### src/rtl/reg_bank.sv
// General-purpose register bank: one write port, two registered read ports,
// optional write-to-read forwarding and a per-register pending scoreboard.
module reg_bank #(
    parameter int WORD_SIZE = 19,
    parameter int NUM_REGS  = 4,
    parameter int ADDR_W    = $clog2(NUM_REGS),
    parameter bit BYPASS    = 1'b1,
    parameter bit ZERO_REG  = 1'b0
) (
    input  logic                 CLK,
    input  logic                 RST,
    input  logic                 CLR,
    input  logic                 LOAD_REG,
    input  logic [ADDR_W-1:0]    WR_ADDR,
    input  logic [WORD_SIZE-1:0] IN_DATA,
    input  logic                 RSV_EN,
    input  logic [ADDR_W-1:0]    RSV_ADDR,
    input  logic [ADDR_W-1:0]    RD_ADDR_A,
    input  logic [ADDR_W-1:0]    RD_ADDR_B,
    output logic [WORD_SIZE-1:0] OUT_DATA_A,
    output logic [WORD_SIZE-1:0] OUT_DATA_B,
    output logic                 OUT_READY_A,
    output logic                 OUT_READY_B,
    output logic [NUM_REGS-1:0]  PENDING_VEC
);

    logic [WORD_SIZE-1:0] regs_q [NUM_REGS];
    logic [WORD_SIZE-1:0] regs_d [NUM_REGS];
    logic [NUM_REGS-1:0]  pend_q;
    logic [NUM_REGS-1:0]  pend_d;
    logic [NUM_REGS-1:0]  wr_sel;
    logic [NUM_REGS-1:0]  rsv_sel;

    logic [ADDR_W-1:0]    rd_addr   [2];
    logic [WORD_SIZE-1:0] rd_data_d [2];
    logic [WORD_SIZE-1:0] rd_data_q [2];
    logic [1:0]           rd_rdy_d;
    logic [1:0]           rd_rdy_q;

    assign rd_addr[0] = RD_ADDR_A;
    assign rd_addr[1] = RD_ADDR_B;

    // Decoders only cover implemented registers, so out-of-range addresses select nothing.
    always_comb begin
        wr_sel  = '0;
        rsv_sel = '0;
        for (int i = 0; i < NUM_REGS; i++) begin
            wr_sel[i]  = LOAD_REG && (WR_ADDR == ADDR_W'(i)) && !(ZERO_REG && i == 0);
            rsv_sel[i] = RSV_EN && (RSV_ADDR == ADDR_W'(i)) && !(ZERO_REG && i == 0);
        end
    end

    // Reserve is applied after the write clear so a same-address reservation wins.
    always_comb begin
        for (int i = 0; i < NUM_REGS; i++) begin
            regs_d[i] = wr_sel[i] ? IN_DATA : regs_q[i];
            pend_d[i] = (pend_q[i] & ~wr_sel[i]) | rsv_sel[i];
        end
    end

    always_comb begin
        for (int p = 0; p < 2; p++) begin
            rd_data_d[p] = '0;
            rd_rdy_d[p]  = 1'b1;
            for (int i = 0; i < NUM_REGS; i++) begin
                if ((rd_addr[p] == ADDR_W'(i)) && !(ZERO_REG && i == 0)) begin
                    if (BYPASS && wr_sel[i]) begin
                        rd_data_d[p] = IN_DATA;
                        rd_rdy_d[p]  = 1'b1;
                    end else begin
                        rd_data_d[p] = regs_q[i];
                        rd_rdy_d[p]  = ~pend_q[i];
                    end
                end
            end
        end
    end

    // Storage, scoreboard and read-port registers all update on the same edge.
    always_ff @(posedge CLK) begin
        if (RST) begin
            for (int i = 0; i < NUM_REGS; i++) begin
                regs_q[i] <= '0;
            end
            pend_q       <= '0;
            rd_data_q[0] <= '0;
            rd_data_q[1] <= '0;
            rd_rdy_q     <= 2'b00;
        end else if (CLR) begin
            for (int i = 0; i < NUM_REGS; i++) begin
                regs_q[i] <= '0;
            end
            pend_q       <= '0;
            rd_data_q[0] <= '0;
            rd_data_q[1] <= '0;
            rd_rdy_q     <= 2'b11;
        end else begin
            regs_q    <= regs_d;
            pend_q    <= pend_d;
            rd_data_q <= rd_data_d;
            rd_rdy_q  <= rd_rdy_d;
        end
    end

    assign OUT_DATA_A  = rd_data_q[0];
    assign OUT_DATA_B  = rd_data_q[1];
    assign OUT_READY_A = rd_rdy_q[0];
    assign OUT_READY_B = rd_rdy_q[1];
    assign PENDING_VEC = pend_q;

endmodule

### config.mk
export PLATFORM = sky130hd
export DESIGN_NAME = reg_bank
export DESIGN_NICKNAME = d
export VERILOG_FILES = /design/src/rtl/reg_bank.sv
export SDC_FILE = /design/constraint.sdc
export NUM_CORES = 1
export LEC_CHECK = 0
export CORE_MARGIN = 3
export CORE_UTILIZATION = 30
export CTS_CLUSTER_DIAMETER = 30
export CTS_CLUSTER_SIZE = 30
export DETAILED_ROUTE_END_ITERATION = 6
export SLEW_MARGIN = 5
export SYNTH_ARGS = -nofsm -noshare
export SYNTH_HDL_FRONTEND = slang
export SYNTH_SLANG_ARGS = --single-unit
export TNS_END_PERCENT = 20
### constraint.sdc
create_clock -name CLK -period 1.75 [get_ports CLK]
set_input_delay 0.2625 -clock CLK [delete_from_list [all_inputs] [get_ports CLK]]
set_output_delay 0.2625 -clock CLK [all_outputs]
set_load 0.03 [all_outputs]
* Yosys cells after proc, flatten, opt, wreduce, memory -nomap -nowiden
Index checks and enable logic that the tools add are counted.
W data, S select, Z words.
** Word-level totals
- Register bits :: 120
- Input bits :: 32
- Word-level logic and storage cells :: 74
** Cells by class
- Eq/ne operators :: 12
- Mux-type cells :: 25
- Bitwise operators :: 16
- Reduce and logical (&&, ||, !) cells :: 13
** Operators with widths (count)
- $mux W19 :: 12
- $eq A2 B2 Y1 const B :: 8
- $mux W1 :: 12
- $eq A2 B1 Y1 const B :: 4
- $logic_and A1 B1 Y1 :: 8
- $logic_not A2 Y1 :: 4
- $not A1 Y1 :: 8
- $and A1 B1 Y1 :: 4
- $or A1 B1 Y1 :: 4
- $mux W2 :: 1
- $reduce_or A2 Y1 :: 1

* Depth between registers and ports, before layout
Gate-level depths: netlist of run 1.
- Word-level depth :: 8
- Mapped depth :: 7
- Mapped depth without buffers :: 4

* Least setup slack after synthesis of run 1
Ideal clock, no wire load.
- Kind :: input to register
- From :: input port RD_ADDR_A[0]
- To :: register rd_data_q (netlist bit OUT_DATA_A[10])
- Data arrival time :: 1.391 ns
- Required time :: 1.618 ns
- Setup slack :: 0.227 ns
- Stages :: 7
- Path through :: buf_2 > xor2_2 > or3b_1 > buf_6 > buf_6 > o22ai_1 > nor3_1
** On the way
- Longest elaborated chain between the ends :: 5
- Elaborated cells between the ends (all ways) :: 8
- Those cells by class :: 3 x eq/ne; 4 x mux; 1 x reduce/logical
** Ends and longest elaborated chain
- from (decl) :: RTL line 18 : input logic [ADDR_W-1:0] RD_ADDR_A,
- $logic_not A2 Y1 :: RTL line 66 : if ((rd_addr[p] == ADDR_W'(i)) && !(ZERO_REG && i == 0)) begin
- $mux W19 (3 in a row) :: RTL line 66
- $mux W19 * :: RTL line 66
- to (signal assigned) :: RTL line 100 : rd_data_q <= rd_data_d;
- to (decl) :: RTL line 36 : logic [WORD_SIZE-1:0] rd_data_q [2];
Mark *: on every way between the ends. The rest lies on a longest branch, timed or not.
A chain may end at the register's enable or synchronous reset.

* Worst setup path in the final report of run 1
- From :: register rd_data_q (netlist bit OUT_DATA_B[17])
- To :: output port OUT_DATA_B[17]
** RTL lines
- to (decl) :: RTL line 21 : output logic [WORD_SIZE-1:0] OUT_DATA_B,
No word-level cell between the ends.

==> impl_metrics.json, run 1 <==
{
  "relSlewSlack_pct": 69.7,
  "core_area_sq_um": 18300,
  "initial_utilization_pct": 31.1,
  "max_freq_ghz": 0.581,
  "start_kind": "flop",
  "drc": 0,
  "clk_pin_slew_ns": 0.06,
  "dp_hpwl_um": 12600,
  "cts_root_buf": "clkbuf_16",
  "num_rows": 49,
  "die_x_um": 144,
  "drive_gt1_share_pct": 17.9,
  "synth_seq_cells": 120,
  "clock_skew_ns": 0.00536,
  "fin_util_pct": 42.5,
  "hold_viol_final": 0,
  "wl_per_cell_um": 17.4,
  "postSynth.asyncResetShare_pct": 0,
  "postLayoutCellArea_sq_um": 7760,
  "synth_mux_area_share_pct": 9.28,
  "slowest_stage": "clkdlybuf4s50_1",
  "yosys.area.top_type_share_pct": 42.3,
  "antenna_found_initial": 0,
  "synth-edff-count": 0,
  "n_antenna_cell": 0,
  "layout_commonest_cell": "nand2_1",
  "synth-main-ff-cell": "dfxtp_1",
  "ios": 76,
  "clock-sinks": 120,
  "synth_seq_area_share_pct": 42.3,
  "die_h_um": 144,
  "vias": 5518,
  "netlist_instances": 703,
  "yosys.area_share.simple_pct": 18.9,
  "firstDrtPassIters": 5,
  "viasPerCell": 5.19,
  "grt_use_total_pct": 18.2,
  "syn2layout_area_growth_pct": 36.7,
  "p_total_mw": 7.28,
  "min_period_ns": 1.72,
  "htreeDepth": 4,
  "grt_start_max_net_pins": 40,
  "placed_area_sq_um": 7180,
  "tightestPinTransition_ns": 0.454,
  "ant_nets": 0,
  "yosys_warnings": 0,
  "status": "finished, final reports clean",
  "power_density_nw_per_um2": 938,
  "dieArea_sq_um": 20600,
  "cp_num_buf_inv": 1,
  "whs_ns": 0.262,
  "leakagePower_nw": 2.84,
  "insertion_delay_ns": 0.42,
  "first_iter_violations": 427,
  "synth_top_cell_by_area": "dfxtp_1",
  "grt_pass1_vias": 5251,
  "endpoint_kind": "primary output",
  "port_buffers": 75,
  "dp.cells": 1031,
  "setup_viol": 0,
  "critical_path_class": "reg2out",
  "cts_buffers": 17,
  "synth_area_sq_um": 5680,
  "rsz0062_at_grt": "false",
  "path_delay_family": "buffers and inverters",
  "synth_top_family_by_area": "compound AO/OA/AOI/OAI gates",
  "slew_viol_final": 0,
  "worstPathRequired_ns": 1.49,
  "max-cap-violations": 0,
  "synthTopCellsByArea": "dfxtp_1 (42%), a21oi_1 (11%), nand2_1 (11%), mux2i_1 (5.1%), a211oi_1 (4.4%)",
  "fin_cells": 1063,
  "final_cell_mix": "nand2_1 (160), a21oi_1 (126), dfxtp_1 (120)",
  "crit_path_max_incr_delay_ns": 0.68,
  "finalNetCount": 853,
  "place_congestion": 0.840,
  "avgSynthCellArea_sq_um": 8.08,
  "synthXorXnorAreaFrac_pct": 0.749,
  "cts.path.max_buffers": 2,
  "grt_pass1_wl_um": 29100,
  "vdd_drop_max_v": 0.000695,
  "cp.arrival_ns": 1.46,
  "cp_max_fo": 1,
  "path_cells": "clkdlybuf4s50_1",
  "fin_crit_sh_pct": 98.3,
  "routed_wl_um": 18500,
  "yosys.area_share.adder_pct": 0,
  "synth_compound_area_share_pct": 23.0,
  "synth.distinct_cells": 47,
  "overflow": 0,
  "cts_tree": "done",
  "worst_hold_path_type": "in2reg",
  "syn-num-nets": 735
}
-- per-stage QoR --
stage	worst slack [ns]	TNS, ns
3_3_place_gp	-0.285	-12.53
2_1_floorplan	0.227	0
6_report	0.0300	0
4_1_cts	0.0136	0
5_1_grt	0.00782	0
3_5_place_dp	-0.312	-14.88
-- per-layer routing --
layer	GRT usage (%)	share of wire, %	vias up
li1	-	-	2715
met2	28.5	46	183
met5	0	0	-
met1	25.0	47	2594
met4	6.54	1.7	0
met3	3.76	5.6	26
-- worst paths after layout --
check,slack [ns],start,cells after the start,end
max,0.03,OUT_DATA_B[17],1,OUT_DATA_B[17]
max reg2reg,0.66,regs_q[74],5,OUT_DATA_B[17]
min,0.26,RD_ADDR_A[0],3,rd_rdy_q[0]
min reg2reg,0.46,regs_q[33],2,regs_q[33]
-- state kept, by name, indices dropped and copies added (netlist names) --
signal,count
PENDING_VEC,4
OUT_DATA_A,19
rd_rdy_q,2
regs_q,76
OUT_DATA_B,19
-- power breakdown --
part           switching [mW]  total [mW]  internal (mW)
Clock                    1.25        3.45           2.20
Combinational           0.578        1.01          0.430
Sequential             0.0311        2.83           2.79
Total                    1.86        7.28           5.42
-- cell families after synthesis --
kind of cell | after synthesis
mux | 50
simple gates | 245
compound gates | 221
xor+xnor | 4
buf+inv | 63
flops | 120
-- cell type report --
cell class	count	area, sq um
clock inverter	8	95.1
sequential	120	2400
tap	229	287
multi-input combinational	520	2970
inverter	1	3.75
fill	1861	10500
clock buffer	24	482
timing repair buffer	161	1520
-- what timing repair did --
action | CTS | global route
setup endpoints to repair | 3 | 5
buffers inserted | 0 | 0
hold buffers | 0 | 0
gates resized for setup | 3 | 3
hold endpoints to repair | 0 | 0
-- Yosys cell counts, types with 2 or more instances --
library cell,number
nand2_1,161
a21oi_1,126
dfxtp_1,120
a211oi_1,33
mux2i_1,29
o22ai_1,25
buf_2,24
clkbuf_1,22
mux2_2,21
nor3_1,18
nor2_1,17
nor2b_1,17
o21ai_0,13
nand3_1,9
o32ai_1,7
buf_4,5
buf_6,5
nand2b_1,5
buf_1,4
nand3b_1,3
nor2_2,3
o211ai_1,3
a211o_1,2
a221oi_1,2
a31oi_1,2
and3b_1,2
clkbuf_2,2
o2111ai_1,2
or3b_1,2
xor2_1,2
Note: power is estimated with default switching activity, not from simulation.
==> run 2: changes to the inputs <==
PLACE_DENSITY = 0.54   (was unset)
clock period = 1.6 ns   (was 1.75 ns; I/O delays follow)
==> impl_metrics.json, run 2 (synthesis results as in run 1) <==
{
  "critical_path_class": "in2reg",
  "drive_gt1_share_pct": 20.1,
  "slew_viol_final": 0,
  "worstPathRequired_ns": 1.90,
  "overflow": 0,
  "min_period_ns": 1.53,
  "worst_hold_path_type": "in2reg",
  "layout_commonest_cell": "nand2_1",
  "grt_pass1_vias": 5290,
  "start_kind": "input pin",
  "grt_pass1_wl_um": 30000,
  "clock_skew_ns": 0.00664,
  "cts_root_buf": "clkbuf_16",
  "routed_wl_um": 19200,
  "place_congestion": 0.818,
  "first_iter_violations": 332,
  "viasPerCell": 5.19,
  "hold_viol_final": 0,
  "dieArea_sq_um": 20600,
  "fin_tns_setup_ns": 0,
  "cp.arrival_ns": 1.83,
  "slowest_stage": "clkdlybuf4s50_1",
  "antenna_found_initial": 0,
  "clock-sinks": 120,
  "grt_use_total_pct": 18.9,
  "max_freq_ghz": 0.653,
  "num_rows": 49,
  "core_area_sq_um": 18300,
  "ant_nets": 0,
  "fill_cells": 1870,
  "final_cell_mix": "nand2_1 (161), a21oi_1 (126), dfxtp_1 (120)",
  "dp_hpwl_um": 13300,
  "vdd_drop_max_v": 0.000730,
  "cts_buffers": 17,
  "path_cells": "clkdlybuf4s50_1, buf_4, and2_2, buf_4, a21oi_1, a21oi_1, a211oi_2",
  "n_antenna_cell": 0,
  "power_density_nw_per_um2": 999,
  "fin_crit_sh_pct": 95.7,
  "cts.path.max_buffers": 2,
  "clk_pin_slew_ns": 0.06,
  "port_buffers": 75,
  "initial_utilization_pct": 31.1,
  "wl_per_cell_um": 17.8,
  "top_register": "regs_q",
  "syn2layout_area_growth_pct": 37.4,
  "fin_util_pct": 42.7,
  "cp_max_fo": 12,
  "vias": 5583,
  "rsz0062_at_grt": "false",
  "endpoint_kind": "flop",
  "insertion_delay_ns": 0.41,
  "ios": 76,
  "largest_register_ff_count": 76,
  "drc": 0,
  "die_h_um": 144,
  "setup_viol": 0,
  "leakagePower_nw": 3.06,
  "finalNetCount": 865,
  "relSlewSlack_pct": 74.0,
  "crit_path_max_incr_delay_ns": 0.45,
  "p_total_mw": 7.79,
  "max-cap-violations": 0,
  "tightestPinTransition_ns": 0.384,
  "die_x_um": 144,
  "htreeDepth": 4,
  "status": "finished, final reports clean",
  "firstDrtPassIters": 5,
  "grt_start_max_net_pins": 22,
  "cts_tree": "done"
}
==> run 2: changes by cell type in the layout (fill, tap and decap cells not counted), moves of 2 or more <==
| cell | change |
|---|---|
| buf_12 | -3 |
| buf_4 | +12 |
| dlygate4sd2_1 | +41 |
| o32ai_1 | -2 |
| clkdlybuf4s50_1 | -42 |
| buf_6 | +3 |
| o32ai_2 | +2 |
| a211oi_2 | +2 |
| a211oi_1 | -2 |
==> run 2: final timing paths <==
kind,startpoint,to,slack [ns],cells after the start
setup / recovery,WR_ADDR[1],OUT_DATA_B[17],0.07,7
hold / removal,RD_ADDR_B[0],rd_rdy_q[1],0.34,3
setup reg to reg,regs_q[74],OUT_DATA_B[17],0.50,4
hold reg to reg,regs_q[41],regs_q[41],0.46,2
==> run 2: repair_timing <==
item | CTS | global route
setup endpoints to repair | 50 | 30
hold buffers | 0 | 0
buffers inserted | 0 | 1
gates resized for setup | 45 | 16
pin swaps | 1 | 2
endpoints found under the hold margin | 0 | 0
==> run 2: per-layer routing <==
metal | global-route usage (%) | wire (um)
met3 | 3.76 | 839
met2 | 30.7 | 9120
met5 | 0 | 0
met1 | 25.6 | 8990
met4 | 5.15 | 228
==> run 2: cell type report <==
cell class	instances	area, sq um	area share [%]
sequential	120	2400	30.8
tap	229	287	3.67
multi-input combinational	520	3020	38.7
inverter	1	3.75	0.0481
timing repair buffer	173	1540	19.7
clock inverter	8	71.3	0.914
clock buffer	24	482	6.17
==> run 2: worst max-delay path, delay by kind of cell <==
kind / cells / cell delay, ns
AND/OR/NAND/NOR: 1 / 0.26
buffers and inverters: 3 / 0.83
AO/OA/AOI/OAI: 3 / 0.50
==> run 2: power by group <==
part | switching [mW] | total (mW) | internal, mW
Sequential | 0.0348 | 3.09 | 3.06
Combinational | 0.640 | 1.10 | 0.459
Clock | 1.36 | 3.60 | 2.25
==> run 2: stage by stage <==
stage,cell area (sq um),hold slack [ns],setup slack [ns],std cells
finish,7800,0.339,0.0684,1075
global route,7800,0.371,0.0171,1075
CTS,7720,0.305,-0.0520,1074
detailed placement,7220,0.457,-0.519,1042
global placement,7220,0.451,-0.533,1042
floorplan,5680,0.319,0.0999,703
